===== src/rtl/vga_timing_pkg.sv =====
// VGA 640x480@60 timing defaults, derived boundaries and a small window-compare helper.
package vga_timing_pkg;

    localparam int unsigned CNT_W         = 10;
    localparam int unsigned DIV_W         = 4;

    localparam int unsigned CLK_DIV_DEF   = 4;
    localparam int unsigned H_DISPLAY_DEF = 640;
    localparam int unsigned H_FRONT_DEF   = 16;
    localparam int unsigned H_SYNC_DEF    = 96;
    localparam int unsigned H_BACK_DEF    = 48;
    localparam int unsigned V_DISPLAY_DEF = 480;
    localparam int unsigned V_FRONT_DEF   = 10;
    localparam int unsigned V_SYNC_DEF    = 2;
    localparam int unsigned V_BACK_DEF    = 33;

    localparam int unsigned H_TOTAL_DEF  = H_DISPLAY_DEF + H_FRONT_DEF + H_SYNC_DEF + H_BACK_DEF;
    localparam int unsigned V_TOTAL_DEF  = V_DISPLAY_DEF + V_FRONT_DEF + V_SYNC_DEF + V_BACK_DEF;
    localparam int unsigned HS_START_DEF = H_DISPLAY_DEF + H_FRONT_DEF;
    localparam int unsigned HS_END_DEF   = H_DISPLAY_DEF + H_FRONT_DEF + H_SYNC_DEF - 1;
    localparam int unsigned VS_START_DEF = V_DISPLAY_DEF + V_FRONT_DEF;
    localparam int unsigned VS_END_DEF   = V_DISPLAY_DEF + V_FRONT_DEF + V_SYNC_DEF - 1;

    // True when lo <= v <= hi, all compared at full counter width.
    function automatic logic in_window(input logic [CNT_W-1:0] v,
                                       input logic [CNT_W-1:0] lo,
                                       input logic [CNT_W-1:0] hi);
        return (v >= lo) && (v <= hi);
    endfunction

endpackage


===== src/rtl/mod_counter.sv =====
// Modulo-N counter with enable. carry is high when an enabled step wraps N-1 -> 0,
// so counters can be chained; count_next exposes the value the register takes next.
module mod_counter #(
    parameter int unsigned N = 4,
    parameter int unsigned W = 4
) (
    input  logic         clk,
    input  logic         reset,
    input  logic         en,
    output logic [W-1:0] count,
    output logic [W-1:0] count_next,
    output logic         carry
);

    localparam logic [W-1:0] LAST = W'(N - 1);

    logic [W-1:0] count_q;
    logic [W-1:0] count_d;

    // Next count and wrap carry.
    always_comb begin
        count_d = count_q;
        carry   = 1'b0;
        if (en) begin
            if (count_q == LAST) begin
                count_d = {W{1'b0}};
                carry   = 1'b1;
            end else begin
                count_d = count_q + W'(1);
                carry   = 1'b0;
            end
        end else begin
            count_d = count_q;
            carry   = 1'b0;
        end
    end

    // Count register with synchronous active-low reset.
    always_ff @(posedge clk) begin
        if (!reset) begin
            count_q <= {W{1'b0}};
        end else begin
            count_q <= count_d;
        end
    end

    assign count      = count_q;
    assign count_next = count_d;

endmodule


===== src/rtl/vga_sync_gen.sv =====
// VGA timing generator: pixel-rate strobe, x/y counters and registered sync/blanking/frame
// outputs decoded from the next counter values so they stay aligned with pixel_x/pixel_y.
module vga_sync_gen
    import vga_timing_pkg::*;
#(
    parameter int unsigned CLK_DIV   = CLK_DIV_DEF,
    parameter int unsigned H_DISPLAY = H_DISPLAY_DEF,
    parameter int unsigned H_FRONT   = H_FRONT_DEF,
    parameter int unsigned H_SYNC    = H_SYNC_DEF,
    parameter int unsigned H_BACK    = H_BACK_DEF,
    parameter int unsigned V_DISPLAY = V_DISPLAY_DEF,
    parameter int unsigned V_FRONT   = V_FRONT_DEF,
    parameter int unsigned V_SYNC    = V_SYNC_DEF,
    parameter int unsigned V_BACK    = V_BACK_DEF
) (
    input  logic             clk,
    input  logic             reset,
    output logic             p_tick,
    output logic [CNT_W-1:0] pixel_x,
    output logic [CNT_W-1:0] pixel_y,
    output logic             hsync,
    output logic             vsync,
    output logic             video_on,
    output logic             frame_tick
);

    localparam int unsigned H_TOTAL = H_DISPLAY + H_FRONT + H_SYNC + H_BACK;
    localparam int unsigned V_TOTAL = V_DISPLAY + V_FRONT + V_SYNC + V_BACK;

    localparam logic [CNT_W-1:0] H_VIS    = CNT_W'(H_DISPLAY);
    localparam logic [CNT_W-1:0] V_VIS    = CNT_W'(V_DISPLAY);
    localparam logic [CNT_W-1:0] HS_START = CNT_W'(H_DISPLAY + H_FRONT);
    localparam logic [CNT_W-1:0] HS_END   = CNT_W'(H_DISPLAY + H_FRONT + H_SYNC - 1);
    localparam logic [CNT_W-1:0] VS_START = CNT_W'(V_DISPLAY + V_FRONT);
    localparam logic [CNT_W-1:0] VS_END   = CNT_W'(V_DISPLAY + V_FRONT + V_SYNC - 1);

    logic [DIV_W-1:0] div_unused;
    logic [DIV_W-1:0] div_next_unused;
    logic             p_tick_s;
    logic [CNT_W-1:0] x_s, x_next_s, y_s, y_next_s;
    logic             x_carry_s, y_carry_s;

    logic hsync_q, hsync_d;
    logic vsync_q, vsync_d;
    logic video_on_q, video_on_d;
    logic frame_tick_q, frame_tick_d;

    // Enabling the divider with reset forces p_tick low while reset is held (matters for CLK_DIV=1).
    mod_counter #(.N(CLK_DIV), .W(DIV_W)) u_div (
        .clk        (clk),
        .reset      (reset),
        .en         (reset),
        .count      (div_unused),
        .count_next (div_next_unused),
        .carry      (p_tick_s)
    );

    mod_counter #(.N(H_TOTAL), .W(CNT_W)) u_x (
        .clk        (clk),
        .reset      (reset),
        .en         (p_tick_s),
        .count      (x_s),
        .count_next (x_next_s),
        .carry      (x_carry_s)
    );

    mod_counter #(.N(V_TOTAL), .W(CNT_W)) u_y (
        .clk        (clk),
        .reset      (reset),
        .en         (x_carry_s),
        .count      (y_s),
        .count_next (y_next_s),
        .carry      (y_carry_s)
    );

    // Decode sync/blanking from the next coordinates; hold between pixel strobes so (0,0) stays blanked after reset.
    always_comb begin
        hsync_d      = hsync_q;
        vsync_d      = vsync_q;
        video_on_d   = video_on_q;
        frame_tick_d = y_carry_s;
        if (p_tick_s) begin
            hsync_d    = !in_window(x_next_s, HS_START, HS_END);
            vsync_d    = !in_window(y_next_s, VS_START, VS_END);
            video_on_d = (x_next_s < H_VIS) && (y_next_s < V_VIS);
        end else begin
            hsync_d    = hsync_q;
            vsync_d    = vsync_q;
            video_on_d = video_on_q;
        end
    end

    // Output registers with synchronous active-low reset.
    always_ff @(posedge clk) begin
        if (!reset) begin
            hsync_q      <= 1'b1;
            vsync_q      <= 1'b1;
            video_on_q   <= 1'b0;
            frame_tick_q <= 1'b0;
        end else begin
            hsync_q      <= hsync_d;
            vsync_q      <= vsync_d;
            video_on_q   <= video_on_d;
            frame_tick_q <= frame_tick_d;
        end
    end

    assign p_tick     = p_tick_s;
    assign pixel_x    = x_s;
    assign pixel_y    = y_s;
    assign hsync      = hsync_q;
    assign vsync      = vsync_q;
    assign video_on   = video_on_q;
    assign frame_tick = frame_tick_q;

endmodule


===== config.mk =====
export PLATFORM = sky130hd
export DESIGN_NAME = vga_sync_gen
export DESIGN_NICKNAME = d
export VERILOG_FILES = /design/src/rtl/vga_timing_pkg.sv /design/src/rtl/mod_counter.sv /design/src/rtl/vga_sync_gen.sv
export SDC_FILE = /design/constraint.sdc
export NUM_CORES = 1
export LEC_CHECK = 0
export ABC_AREA = 1
export ABC_CLOCK_PERIOD_IN_PS = 4300
export CAP_MARGIN = 20
export CORE_AREA = 2 2 54 56
export DETAILED_ROUTE_END_ITERATION = 7
export DIE_AREA = 0 0 56 58
export DONT_BUFFER_PORTS = 1
export PLACE_DENSITY = 0.81
export REMOVE_ABC_BUFFERS = 1
export SLEW_MARGIN = 20
export SYNTH_ARGS = -nofsm -noshare
export SYNTH_HDL_FRONTEND = slang
export SYNTH_SLANG_ARGS = --single-unit

===== constraint.sdc =====
create_clock -name clk -period 4.3 [get_ports clk]
set_input_delay 1.075 -clock clk [delete_from_list [all_inputs] [get_ports clk]]
set_output_delay 1.075 -clock clk [all_outputs]
set_load 0.005 [all_outputs]

## Word level (Yosys, flattened, before mapping)

Index checks and enable logic that the tools add are counted.

- Output and inout port bits: 25
- Word-level logic and storage cells: 36
- Flip-flop bits (word level): 28
- Input port bits: 2

- Add/sub/neg operators: 3
- Muxes and demuxes: 9
- Reduce and logical (&&, ||, !) cells: 7
- Bitwise logic cells: 1
- Magnitude comparators: 6
- Equal/unequal tests: 3

Operators by type and width:

| cell | count |
|---|---|
| 10-bit 2-to-1 mux | 4 |
| 10-bit by 1-bit adder with 10-bit output (second input constant) | 2 |
| 10-bit == test (second input constant) | 2 |
| 10-bit >= comparator (second input constant) | 1 |
| 10-bit by 9-bit >= comparator with 1-bit output (second input constant) | 1 |
| 10-bit less-or-equal comparator (second input constant) | 1 |
| 10-bit by 9-bit less-or-equal comparator with 1-bit output (second input constant) | 1 |
| 10-bit < comparator (second input constant) | 1 |
| 10-bit by 9-bit < comparator with 1-bit output (second input constant) | 1 |
| 1-bit 2-to-1 mux | 5 |
| 4-bit by 1-bit adder with 4-bit output (second input constant) | 1 |
| 4-bit by 2-bit == test with 1-bit output (second input constant) | 1 |
| 1-bit logical AND | 3 |
| 1-bit logical NOT | 2 |
| 2-bit AND reduction | 1 |
| 2-bit OR reduction | 1 |
| 1-bit NOT | 1 |

## Longest topological paths before layout

Gate-level depths: netlist of the first run.

- Word-level depth: 8
- Gate-level depth with buffers: 13
- Depth with buffers taken out: 13

## Modules after synthesis

A second synthesis of the first run with hierarchy kept.

- Cell total of the unflattened synthesis: 262
- Area total of the unflattened synthesis: 1687.9 um^2

By module, submodules not included:

| module | cells each | seq. area each (um^2) | times used | area an instance (um^2) |
|---|---|---|---|---|
| mod_counter at u_y | 92 | 200.2 | 1 | 611.8 |
| mod_counter at u_x | 86 | 200.2 | 1 | 594.3 |
| vga_sync_gen | 48 | 80.1 | 1 | 257.7 |
| mod_counter at u_div | 36 | 80.1 | 1 | 224.0 |

## Worst setup path after synthesis of the first run

OpenSTA, ideal clock, no wires.

- Path kind: input port to output port
- Start point: input port reset
- End point: output port p_tick
- Data arrival time: 1412 ps
- Required time: 3225 ps
- Setup slack: 1813 ps
- Path buffers: 1
- Stages on the path: 3
- Path through: nand3_4 -> inv_1 -> buf_6

- Longest elaborated chain between the ends: 1

Ends and longest elaborated chain:

| what | RTL line | text |
|---|---|---|
| start: declaration | vga_sync_gen.sv:17 | `input logic reset,` |
| 1-bit 2-to-1 mux | mod_counter.sv:24 | `if (en) begin` |
| end: declaration | vga_sync_gen.sv:18 | `output logic p_tick,` |

Every way passes these cells.

## Final worst setup path of the first run

Same ends and word-level chain as after synthesis.

==> results of run 1 <==
## kinds of logic (layout without fill, tap and decap cells)
logic type                 after synthesis  count (layout)  synth area share (%)
and+or+nand+nor                        198             198                  49.1
buffers and inverters                   41              42                  9.84
DFF                                     28              28                  32.7
AOI/OAI and AO/OA                       10              10                  2.91
xor gates and xnor gates                 5               5                  2.55
adders and majority gates                4               4                  2.92
## power groups by stage
| stage | Sequential (W) | Clock (W) | Combinational [W] |
|---|---|---|---|
| 2_1_floorplan | 0.000272 | 0 | 0.0000145 |
| 3_3_place_gp | 0.000273 | 0 | 0.0000176 |
| 5_1_grt | 0.000269 | 0.000185 | 0.0000209 |
| 4_1_cts | 0.000268 | 0.000175 | 0.0000183 |
| 6_report | 0.000268 | 0.000169 | 0.0000183 |
| 3_5_place_dp | 0.000273 | 0 | 0.0000181 |
## worst max-delay path by stage
stage / from / end / slack [ps]
after floorplan: reset / p_tick / 1760
after global placement: reset / p_tick / 1650
after detailed placement: reset / p_tick / 1630
after CTS: reset / p_tick / 1630
after global routing: u_div.count[0] / p_tick / 1560
final: reset / p_tick / 1620
## metrics by stage
stage | power (W) | utilization [%]
5_1_grt | 0.000475 | 66.9
6_report | 0.000455 | 66.9
4_1_cts | 0.000461 | 66.9
3_3_place_gp | 0.000291 | 64.9
2_1_floorplan | 0.000287 | -
3_5_place_dp | 0.000291 | 64.9
## cell usage after synthesis, types with 4 or more instances
library cell,instances
nand4_1,8
nand2_1,78
nor2_1,70
xor2_1,4
inv_1,36
a21oi_1,9
nor3_1,6
ha_1,4
dfxtp_1,28
nand3_1,28
## flip-flops by register name (all words and copies together) (netlist names)
register and count:
u_x.count 10, vsync 1, u_y.count 10, hsync 1, u_div.count 4, video_on 1
frame_tick 1
## cell type report
class                           instances  area, µm²
Multi-Input combinational cell        217        987
Fill cell                             257        881
Sequential cell                        28        561
Inverter                               38        143
Tap cell                               31       38.8
Clock inverter                          1       30.0
Clock buffer                            3       22.5
## layout by cell type, fill, tap and decap left out, types with 3 or more instances in the layout
cell type  synthesis  layout
xor2_1             4       4
nand2_1           78      78
inv_1             36      36
nor2_1            70      70
dfxtp_1           28      28
a21oi_1            9       9
ha_1               4       4
nand4_1            8       8
nand3_1           28      28
nor3_1             6       6
clkbuf_4           0       3
## layer usage
metal	routed length (µm)	GRT usage [%]	part of all wire (%)
met3	224	4.02	5.8
met1	1780	32.2	46
met5	0	0	0
met4	47	9.86	1.2
met2	1790	45.0	47
==> impl_metrics.sql, run 1 <==
INSERT INTO impl_metrics (metric_group, metric, value, unit) VALUES
('cts', 'cts_buffers', '3', ''),
('cts', 'insertion_delay', '320', 'ps'),
('finish', 'layout-drive-gt1-share', '4.18', '%'),
('placed_design', 'dpl-instance-area', '1730', 'µm²'),
('placed_design', 'detailed_place_hpwl', '2.85', 'mm'),
('yosys', 'yosysTopAreaCell', 'dfxtp_1', ''),
('placed_design', 'dpl_worst_slack', '1630', 'ps'),
('sta', 'rsz0062_at_grt', 'no', ''),
('yosys', 'synthArstFlopShare', '0', '%'),
('placed_design', 'io_buffer_count', '0', ''),
('global_routing', 'grt.overflow.total', '0', ''),
('route', 'first_iter_violations', '155', ''),
('global_routing', 'first_pass_grt_wire_length', '6.73', 'mm'),
('worst_setup_path', 'cells_along_the_critical_path', 'nand3_4, inv_1', ''),
('worst_setup_path', 'r2r-end', 'vsync', ''),
('pwr', 'static-leakage-power', '0.769', 'nW'),
('cts', 'cts_root_buf', 'clkbuf_4', ''),
('floorplan', 'initial_utilization', '64.5', '%'),
('sta', 'final-max-slew-violation-count', '0', ''),
('yosys', 'synth_edf_count', '0', ''),
('yosys', 'netlist-cell-type-count', '22', ''),
('pwr', 'p_clk_share', '37.2', '%'),
('finish', 'areaGrowthSynthToFinish', '3.79', '%'),
('cts', 'tritoncts', 'done', ''),
('pwr', 'power.share.sequential', '58.8', '%'),
('floorplan', 'row_count', '19', ''),
('route', 'dr_total_vias', '1669', ''),
('sta', 'timing.max_slew.rel_slack', '66.1', '%'),
('pwr', 'power.switching', '0.0000915', 'W'),
('global_routing', 'global_route.usage.total', '25.7', '%'),
('route', 'post_drt_via_cell_ratio', '5.25', ''),
('sta', 'finalHoldWorstSlack', '462', 'ps'),
('worst_setup_path', 'r2r.worst_path.cells', '10', ''),
('worst_setup_path', 'cpMaxStageDelayCell', 'inv_1', ''),
('worst_setup_path', 'worstSetupPathDepth', '2', ''),
('global_routing', 'initial_antenna_violation_count', '0', ''),
('route', 'wl_per_cell', '12.1', 'µm'),
('sta', 'totalNegativeSetupSlack', '0', 'ps'),
('floorplan', 'coreArea', '2660', 'µm²'),
('yosys', 'synth_top_cells_by_area', 'dfxtp_1, nand2_1, nor2_1', ''),
('yosys', 'postSynth.topFlopCell', 'dfxtp_1', ''),
('cts', 'ctsHtreeMaxLevel', '1', ''),
('pwr', 'pwr_density_cell', '255', 'nW/µm²'),
('worst_setup_path', 'crit_family', 'buffers and inverters', ''),
('min_path', 'hold-path-cell-count', '1', ''),
('cts', 'count_of_cells_resized_by_post_cts_repair', '0', ''),
('sta', 'achievable-frequency', '373', 'MHz'),
('worst_setup_path', 'slowest_delay', '360', 'ps'),
('placed_design', 'gp_congestion', '0.901', ''),
('cts', 'cts_hold_buffers', '0', ''),
('worst_setup_path', 'setup.worst_path.start_class', 'input pin', ''),
('worst_setup_path', 'worst_ep_required_time', '3220', 'ps'),
('route', 'drtPass1Iterations', '6', ''),
('floorplan', 'die_height', '58', 'µm'),
('global_routing', 'grt_max_degree', '19', ''),
('status', 'run_status', 'completed', ''),
('cts', 'clkSinkCount', '28', ''),
('sta', 'post-route-period-util', '62.4', '%'),
('worst_setup_path', 'arrival_time_at_the_worst_endpoint', '1610', 'ps'),
('finish', 'nets', '294', ''),
('yosys', 'syn-mean-instance-area', '6.00', 'µm²'),
('sta', 'setup-violations-final', '0', ''),
('global_routing', 'first_global_vias', '1567', ''),
('sta', 'finalCriticalPeriod', '2680', 'ps'),
('yosys', 'synth_seq_area_share', '32.7', '%'),
('yosys', 'ys.warnings.count', '0', ''),
('sta', 'final.setup.worst_slack', '1620', 'ps'),
('min_path', 'timing.hold.worst.start', 'u_div.count[0]', ''),
('cts', 'postCtsSetupBuffers', '0', ''),
('placed_design', 'dpl.cell_count', '314', ''),
('job', 'cap_violations', '0', '');
Note: power is estimated with default switching activity, not from simulation.
==> run 2, diff against run 1 <==
--- a/config.mk
+++ b/config.mk
@@ -6,13 +6,13 @@
 export NUM_CORES = 1
 export LEC_CHECK = 0
 export ABC_AREA = 1
-export ABC_CLOCK_PERIOD_IN_PS = 4300
+export ABC_CLOCK_PERIOD_IN_PS = 2200
 export CAP_MARGIN = 20
-export CORE_AREA = 2 2 54 56
+export CORE_AREA = 2 2 59 61
 export DETAILED_ROUTE_END_ITERATION = 7
-export DIE_AREA = 0 0 56 58
+export DIE_AREA = 0 0 61 63
 export DONT_BUFFER_PORTS = 1
-export PLACE_DENSITY = 0.81
+export PLACE_DENSITY = 0.72
 export REMOVE_ABC_BUFFERS = 1
 export SLEW_MARGIN = 20
 export SYNTH_ARGS = -nofsm -noshare
==> constraint.sdc (replaced) <==
create_clock -name clk -period 2.2 [get_ports clk]
set_input_delay 0.55 -clock clk [delete_from_list [all_inputs] [get_ports clk]]
set_output_delay 0.55 -clock clk [all_outputs]
set_load 0.005 [all_outputs]
==> impl_metrics.sql, run 2 (synthesis gave the netlist of run 1 again) <==
INSERT INTO impl_metrics (metric_group, metric, value, unit) VALUES
('route', 'drt-total-wl', '3.91', 'mm'),
('route', 'dr_total_vias', '1695', ''),
('global_routing', 'global_route.usage.total', '22.5', '%'),
('worst_setup_path', 'cp-end-kind', 'output pin', ''),
('worst_setup_path', 'r2r.worst_path.cells', '10', ''),
('floorplan', 'row_count', '21', ''),
('finish', 'nets', '297', ''),
('cts', 'tritoncts', 'done', ''),
('sta', 'final.setup_skew', '6.11', 'ps'),
('min_path', 'hold_class', 'in -> reg', ''),
('route', 'antenna_violating_nets_post_route', '0', ''),
('route', 'first_iter_violations', '117', ''),
('min_path', 'hold-path-cell-count', '2', ''),
('floorplan', 'chipWidth', '61', 'µm'),
('cts', 'cts_hold_buffers', '0', ''),
('global_routing', 'initial_antenna_violation_count', '0', ''),
('placed_design', 'detailed_place_hpwl', '3.02', 'mm'),
('global_routing', 'grt.overflow.total', '0', ''),
('global_routing', 'grt_util_met3', '4.76', '%'),
('worst_setup_path', 'crit_type', 'reg -> out', ''),
('finish', 'antenna_cells_inserted', '0', ''),
('cts', 'count_of_cells_resized_by_post_cts_repair', '0', ''),
('sta', 'setup-violations-final', '0', ''),
('worst_setup_path', 'r2r-end', 'vsync', ''),
('sta', 'achievable-frequency', '504', 'MHz'),
('cts', 'cts_max_path_buffers', '2', ''),
('worst_setup_path', 'setup.worst_path.start_class', 'flop', ''),
('route', 'drtPass1Iterations', '4', ''),
('sta', 'max_slew.worst_pin.slew', '535', 'ps'),
('job', 'cap_violations', '0', ''),
('pwr', 'static-leakage-power', '0.784', 'nW'),
('route', 'post-route-drc-count', '0', ''),
('worst_setup_path', 'worst_r2r_startpoint', 'u_x.count[1]', ''),
('floorplan', 'coreArea', '3230', 'µm²'),
('route', 'wl_per_cell', '11.6', 'µm'),
('cts', 'worst_setup_hold_path_clk_slew', '160', 'ps'),
('cts', 'postCtsSetupBuffers', '0', ''),
('worst_setup_path', 'worst_ep_required_time', '1650', 'ps'),
('global_routing', 'gr-usage-met1', '29.6', '%'),
('status', 'run_status', 'completed', ''),
('cts', 'ctsHtreeMaxLevel', '1', ''),
('worst_setup_path', 'arrival_time_at_the_worst_endpoint', '1440', 'ps'),
('worst_setup_path', 'cpMaxStageDelayCell', 'dfxtp_1', ''),
('route', 'post_drt_via_cell_ratio', '5.04', ''),
('cts', 'clkSinkCount', '28', ''),
('cts', 'insertion_delay', '330', 'ps'),
('finish', 'layout-drive-gt1-share', '5.17', '%'),
('placed_design', 'dpl.cell_count', '332', ''),
('sta', 'finalCriticalPeriod', '1990', 'ps'),
('finish', 'areaGrowthSynthToFinish', '6.20', '%'),
('finish', 'post_layout_nonfiller_instances', '336', ''),
('worst_setup_path', 'regToRegSetupSlack', '310', 'ps'),
('pwr', 'maximum_ir_drop_on_the_vdd_rail', '0.356', 'mV'),
('sta', 'timing.max_slew.rel_slack', '64.1', '%'),
('global_routing', 'grt_max_degree', '19', ''),
('global_routing', 'first_global_vias', '1536', ''),
('floorplan', 'initial_utilization', '53.1', '%'),
('global_routing', 'first_pass_grt_wire_length', '6.63', 'mm'),
('placed_design', 'io_buffer_count', '0', ''),
('placed_design', 'dpl-instance-area', '1770', 'µm²'),
('worst_setup_path', 'cells_along_the_critical_path', 'ha_1, nand3_4, inv_1, buf_4', ''),
('sta', 'post-route-period-util', '90.2', '%'),
('worst_setup_path', 'slowest_delay', '380', 'ps'),
('floorplan', 'die_area', '3840', 'µm²'),
('sta', 'final-max-slew-violation-count', '0', ''),
('sta', 'rsz0062_at_grt', 'no', ''),
('min_path', 'hold-path-endpoint', 'video_on', ''),
('finish', 'postLayoutCellArea', '1820', 'µm²'),
('sta', 'hold_violations', '0', ''),
('placed_design', 'gp_congestion', '0.932', ''),
('sta', 'totalNegativeSetupSlack', '0', 'ps'),
('finish', 'layout.cells.most_common', 'nand2_1', ''),
('min_path', 'timing.hold.worst.start', 'reset', ''),
('global_routing', 'grtUsageMet2', '36.2', '%'),
('cts', 'cts_root_buf', 'clkbuf_4', ''),
('floorplan', 'die_height', '63', 'µm'),
('pwr', 'pwr_density_cell', '495', 'nW/µm²'),
('cts', 'cts_buffers', '3', ''),
('worst_setup_path', 'path_max_fanout', '7', ''),
('global_routing', 'grt.busiest_layer', 'met2', ''),
('floorplan', 'ioPinCount', '27', ''),
('finish', 'layout.cells.most_common_list', 'nand2_1, nor2_1, inv_1', '');
## run 2: cell count changes in the layout (fill, tap and decap cells not counted), sizes merged
cell,delta
buf,+3
## run 2: worst max-delay path, delay by kind of cell (launching register included)
| family | cells | cell delay (ps) |
|---|---|---|
| adders and majority gates | 1 | 240 |
| and+or+nand+nor | 1 | 110 |
| DFF | 1 | 380 |
| buffers and inverters | 2 | 380 |
## run 2: layer usage
metal  vias up  wire, µm
met4         0        65
met3         7       204
met1       744      1810
met5         -         0
met2        44      1830
li1        900         -
## run 2: where the power goes
group / switching [W] / internal, W
clock network: 0.000156 / 0.000184
registers: 0.00000577 / 0.000516
logic: 0.0000266 / 0.0000132
## run 2: how the worst max path moves through the flow
stage / start / to / cells past startpoint
6_report: u_div.count[0] / p_tick / 4
5_1_grt: u_x.count[1] / vsync / 10
4_1_cts: u_div.count[0] / p_tick / 4
3_5_place_dp: u_x.count[1] / vsync / 10
3_3_place_gp: u_x.count[1] / vsync / 10
2_1_floorplan: u_div.count[0] / vsync / 10
## run 2: metrics by stage
stage / hold WS (ps) / util (%) / power (W) / worst slack, ps
2_1_floorplan: 418 / - / 0.000561 / 437
3_3_place_gp: 434 / 54.8 / 0.000573 / 312
3_5_place_dp: 441 / 54.8 / 0.000573 / 329
4_1_cts: 333 / 56.4 / 0.000911 / 202
5_1_grt: 334 / 56.4 / 0.000947 / 69.7
6_report: 343 / 56.4 / 0.000902 / 215
## run 2: final cells by class
type	instances	area, µm²
fill	338	1410
tap	46	57.6
sequential	28	561
multi-input combinational	217	987
clock inverter	1	30.0
inverter	38	143
clock buffer	3	22.5
timing repair buffer	3	22.5
==> run 3, diff against run 2 <==
--- a/config.mk
+++ b/config.mk
@@ -8,13 +8,15 @@
 export ABC_AREA = 1
 export ABC_CLOCK_PERIOD_IN_PS = 2200
 export CAP_MARGIN = 20
-export CORE_AREA = 2 2 59 61
+export CORE_AREA = 2 2 58 60
 export DETAILED_ROUTE_END_ITERATION = 7
-export DIE_AREA = 0 0 61 63
+export DIE_AREA = 0 0 60 62
 export DONT_BUFFER_PORTS = 1
-export PLACE_DENSITY = 0.72
+export MAX_ROUTING_LAYER = met4
+export PLACE_DENSITY = 0.73
 export REMOVE_ABC_BUFFERS = 1
 export SLEW_MARGIN = 20
 export SYNTH_ARGS = -nofsm -noshare
 export SYNTH_HDL_FRONTEND = slang
+export SYNTH_HIERARCHICAL = 1
 export SYNTH_SLANG_ARGS = --single-unit
==> impl_metrics.sql, run 3 <==
INSERT INTO impl_metrics (metric_group, metric, value, unit) VALUES
('status', 'run_status', 'completed', ''),
('route', 'drtPass1Iterations', '4', ''),
('yosys', 'synthesis.area', '1660', 'µm²'),
('pwr', 'maximum_ir_drop_on_the_vdd_rail', '0.232', 'mV'),
('job', 'cap_violations', '0', ''),
('worst_setup_path', 'cpMaxStageDelayCell', 'dfxtp_2', ''),
('route', 'dr_total_vias', '1569', ''),
('sta', 'final.setup.worst_slack', '36.1', 'ps'),
('sta', 'max_slew.worst_pin.slew', '317', 'ps'),
('global_routing', 'initial_antenna_violation_count', '0', ''),
('worst_setup_path', 'worst_ep_required_time', '2480', 'ps'),
('sta', 'timing.max_slew.rel_slack', '78.7', '%'),
('cts', 'clkSinkCount', '28', ''),
('min_path', 'hold_class', 'in -> reg', ''),
('worst_setup_path', 'slowest_delay', '390', 'ps'),
('cts', 'cts_root_buf', 'clkbuf_4', ''),
('placed_design', 'gp_congestion', '0.856', ''),
('finish', 'areaGrowthSynthToFinish', '16.1', '%'),
('floorplan', 'row_count', '21', ''),
('floorplan', 'die_area', '3720', 'µm²'),
('worst_setup_path', 'cells_along_the_critical_path', 'ha_4, nand2_2, inv_2, nand2_2, inv_2, nand3_2, nor3_4, nand2_2, nor2_4, buf_4, nand4_1, nand2_1, inv_1, nand2_1, nor2_1, nand2_1, nand2_1, a21oi_2', ''),
('worst_setup_path', 'critical_path_start', 'u_div/count[1]', ''),
('worst_setup_path', 'regToRegSetupSlack', '40', 'ps'),
('global_routing', 'first_pass_grt_wire_length', '5.84', 'mm'),
('worst_setup_path', 'arrival_time_at_the_worst_endpoint', '2450', 'ps'),
('placed_design', 'dpl-instance-area', '1800', 'µm²'),
('placed_design', 'detailed_place_hpwl', '2.71', 'mm'),
('pwr', 'pwr_density_cell', '421', 'nW/µm²'),
('finish', 'layout.cells.most_common', 'nand2_1', ''),
('pwr', 'static-leakage-power', '0.928', 'nW'),
('worst_setup_path', 'setup.worst_path.start_class', 'flop', ''),
('worst_setup_path', 'cp-end-kind', 'flop', ''),
('sta', 'achievable-frequency', '462', 'MHz'),
('cts', 'cts_hold_buffers', '0', ''),
('min_path', 'hold-path-cell-count', '2', ''),
('finish', 'multi_input_area', '941', 'µm²'),
('placed_design', 'dpl_worst_slack', '-70.9', 'ps'),
('global_routing', 'global_route.usage.total', '21.5', '%'),
('sta', 'post-route-period-util', '98.4', '%'),
('floorplan', 'die_height', '62', 'µm'),
('route', 'first_iter_violations', '64', ''),
('finish', 'antenna_cells_inserted', '0', ''),
('cts', 'cts_max_path_buffers', '2', ''),
('finish', 'regArea', '563', 'µm²'),
('global_routing', 'grt_max_degree', '16', ''),
('cts', 'cts_buffers', '3', ''),
('sta', 'final-max-slew-violation-count', '0', ''),
('placed_design', 'io_buffer_count', '0', ''),
('floorplan', 'chipWidth', '60', 'µm'),
('route', 'antenna_violating_nets_post_route', '0', ''),
('finish', 'postLayoutCellArea', '1920', 'µm²'),
('finish', 'layout.cells.most_common_list', 'nand2_1, inv_1, nor2_1', ''),
('floorplan', 'ioPinCount', '27', ''),
('worst_setup_path', 'worst_r2r_startpoint', 'u_div/count[1]', ''),
('route', 'post-route-drc-count', '0', ''),
('min_path', 'hold-path-endpoint', 'frame_tick', ''),
('yosys', 'ys.warnings.count', '6', ''),
('finish', 'layout.filler_cells', '303', ''),
('floorplan', 'initial_utilization', '52.1', '%'),
('global_routing', 'grt.overflow.total', '0', ''),
('worst_setup_path', 'path_max_fanout', '5', ''),
('worst_setup_path', 'crit_type', 'reg -> reg', ''),
('worst_setup_path', 'crit_family', 'simple AND/OR/NAND/NOR gates', ''),
('finish', 'nets', '282', ''),
('finish', 'layout-drive-gt1-share', '21.8', '%'),
('placed_design', 'dpl.cell_count', '311', ''),
('route', 'post_drt_via_cell_ratio', '4.89', ''),
('cts', 'ctsHtreeMaxLevel', '1', ''),
('sta', 'hold_violations', '0', ''),
('worst_setup_path', 'critical_path.most_common_cell', 'nand2_1', ''),
('sta', 'final.setup_skew', '4.08', 'ps'),
('cts', 'insertion_delay', '340', 'ps'),
('floorplan', 'coreArea', '3180', 'µm²'),
('yosys', 'syn-mean-instance-area', '6.53', 'µm²'),
('worst_setup_path', 'critical_path_buf_inv_count', '4', ''),
('cts', 'tritoncts', 'done', ''),
('sta', 'totalNegativeSetupSlack', '0', 'ps'),
('min_path', 'timing.hold.worst.start', 'reset', ''),
('route', 'drt-total-wl', '3.66', 'mm'),
('finish', 'post_layout_nonfiller_instances', '321', ''),
('worst_setup_path', 'r2r-end', 'video_on', ''),
('route', 'wl_per_cell', '11.4', 'µm'),
('sta', 'finalHoldWorstSlack', '303', 'ps'),
('sta', 'setup-violations-final', '0', ''),
('yosys', 'synthesized_instance_count', '254', ''),
('sta', 'rsz0062_at_grt', 'yes', ''),
('worst_setup_path', 'r2r.worst_path.cells', '18', ''),
('global_routing', 'first_global_vias', '1400', ''),
('cts', 'worst_setup_hold_path_clk_slew', '150', 'ps'),
('sta', 'finalCriticalPeriod', '2160', 'ps');
[run 3: worst max path at each step]
stage                     to  slack, ps  depth (start not counted)
CTS                    vsync          7                         18
detailed placement     vsync        -70                         17
global placement       vsync        -30                         17
finish              video_on         40                         18
global route           vsync       -180                         18
floorplan              vsync       -180                         17
[run 3: routing by layer]
metal | vias to the layer above | part of all wire (%) | global-route usage [%]
met5 | - | 0 | -
met4 | 0 | 1.1 | 6.98
met3 | 5 | 4.4 | 5.38
met2 | 28 | 47 | 33.4
met1 | 721 | 47 | 27.5
li1 | 815 | - | -
[run 3: layout make-up]
class                   instances  area share, %
repair buffers                 18           7.02
multi-input cells             174           48.9
flip-flops and latches         28           29.3
clock buffers                   4           1.89
well taps                      46           2.99
inverters                      51           9.95
[run 3: timing repair]
item,CTS,global route
gates resized for setup,8,8
pin swaps,5,10
buffers inserted,5,1
setup endpoints to repair,2,4
[run 3: power breakdown]
part | leakage, nW | internal (W) | switching [W]
Sequential | 0.227 | 0.000513 | 0.00000438
Clock | 0.0210 | 0.000102 | 0.000158
Combinational | 0.680 | 0.0000131 | 0.0000195
[run 3: stage by stage]
stage               power (W)  utilization (%)
detailed placement   0.000555             56.6
global route         0.000843             60.5
global placement     0.000554             56.6
floorplan            0.000545                -
CTS                  0.000815             59.3
finish               0.000809             60.5
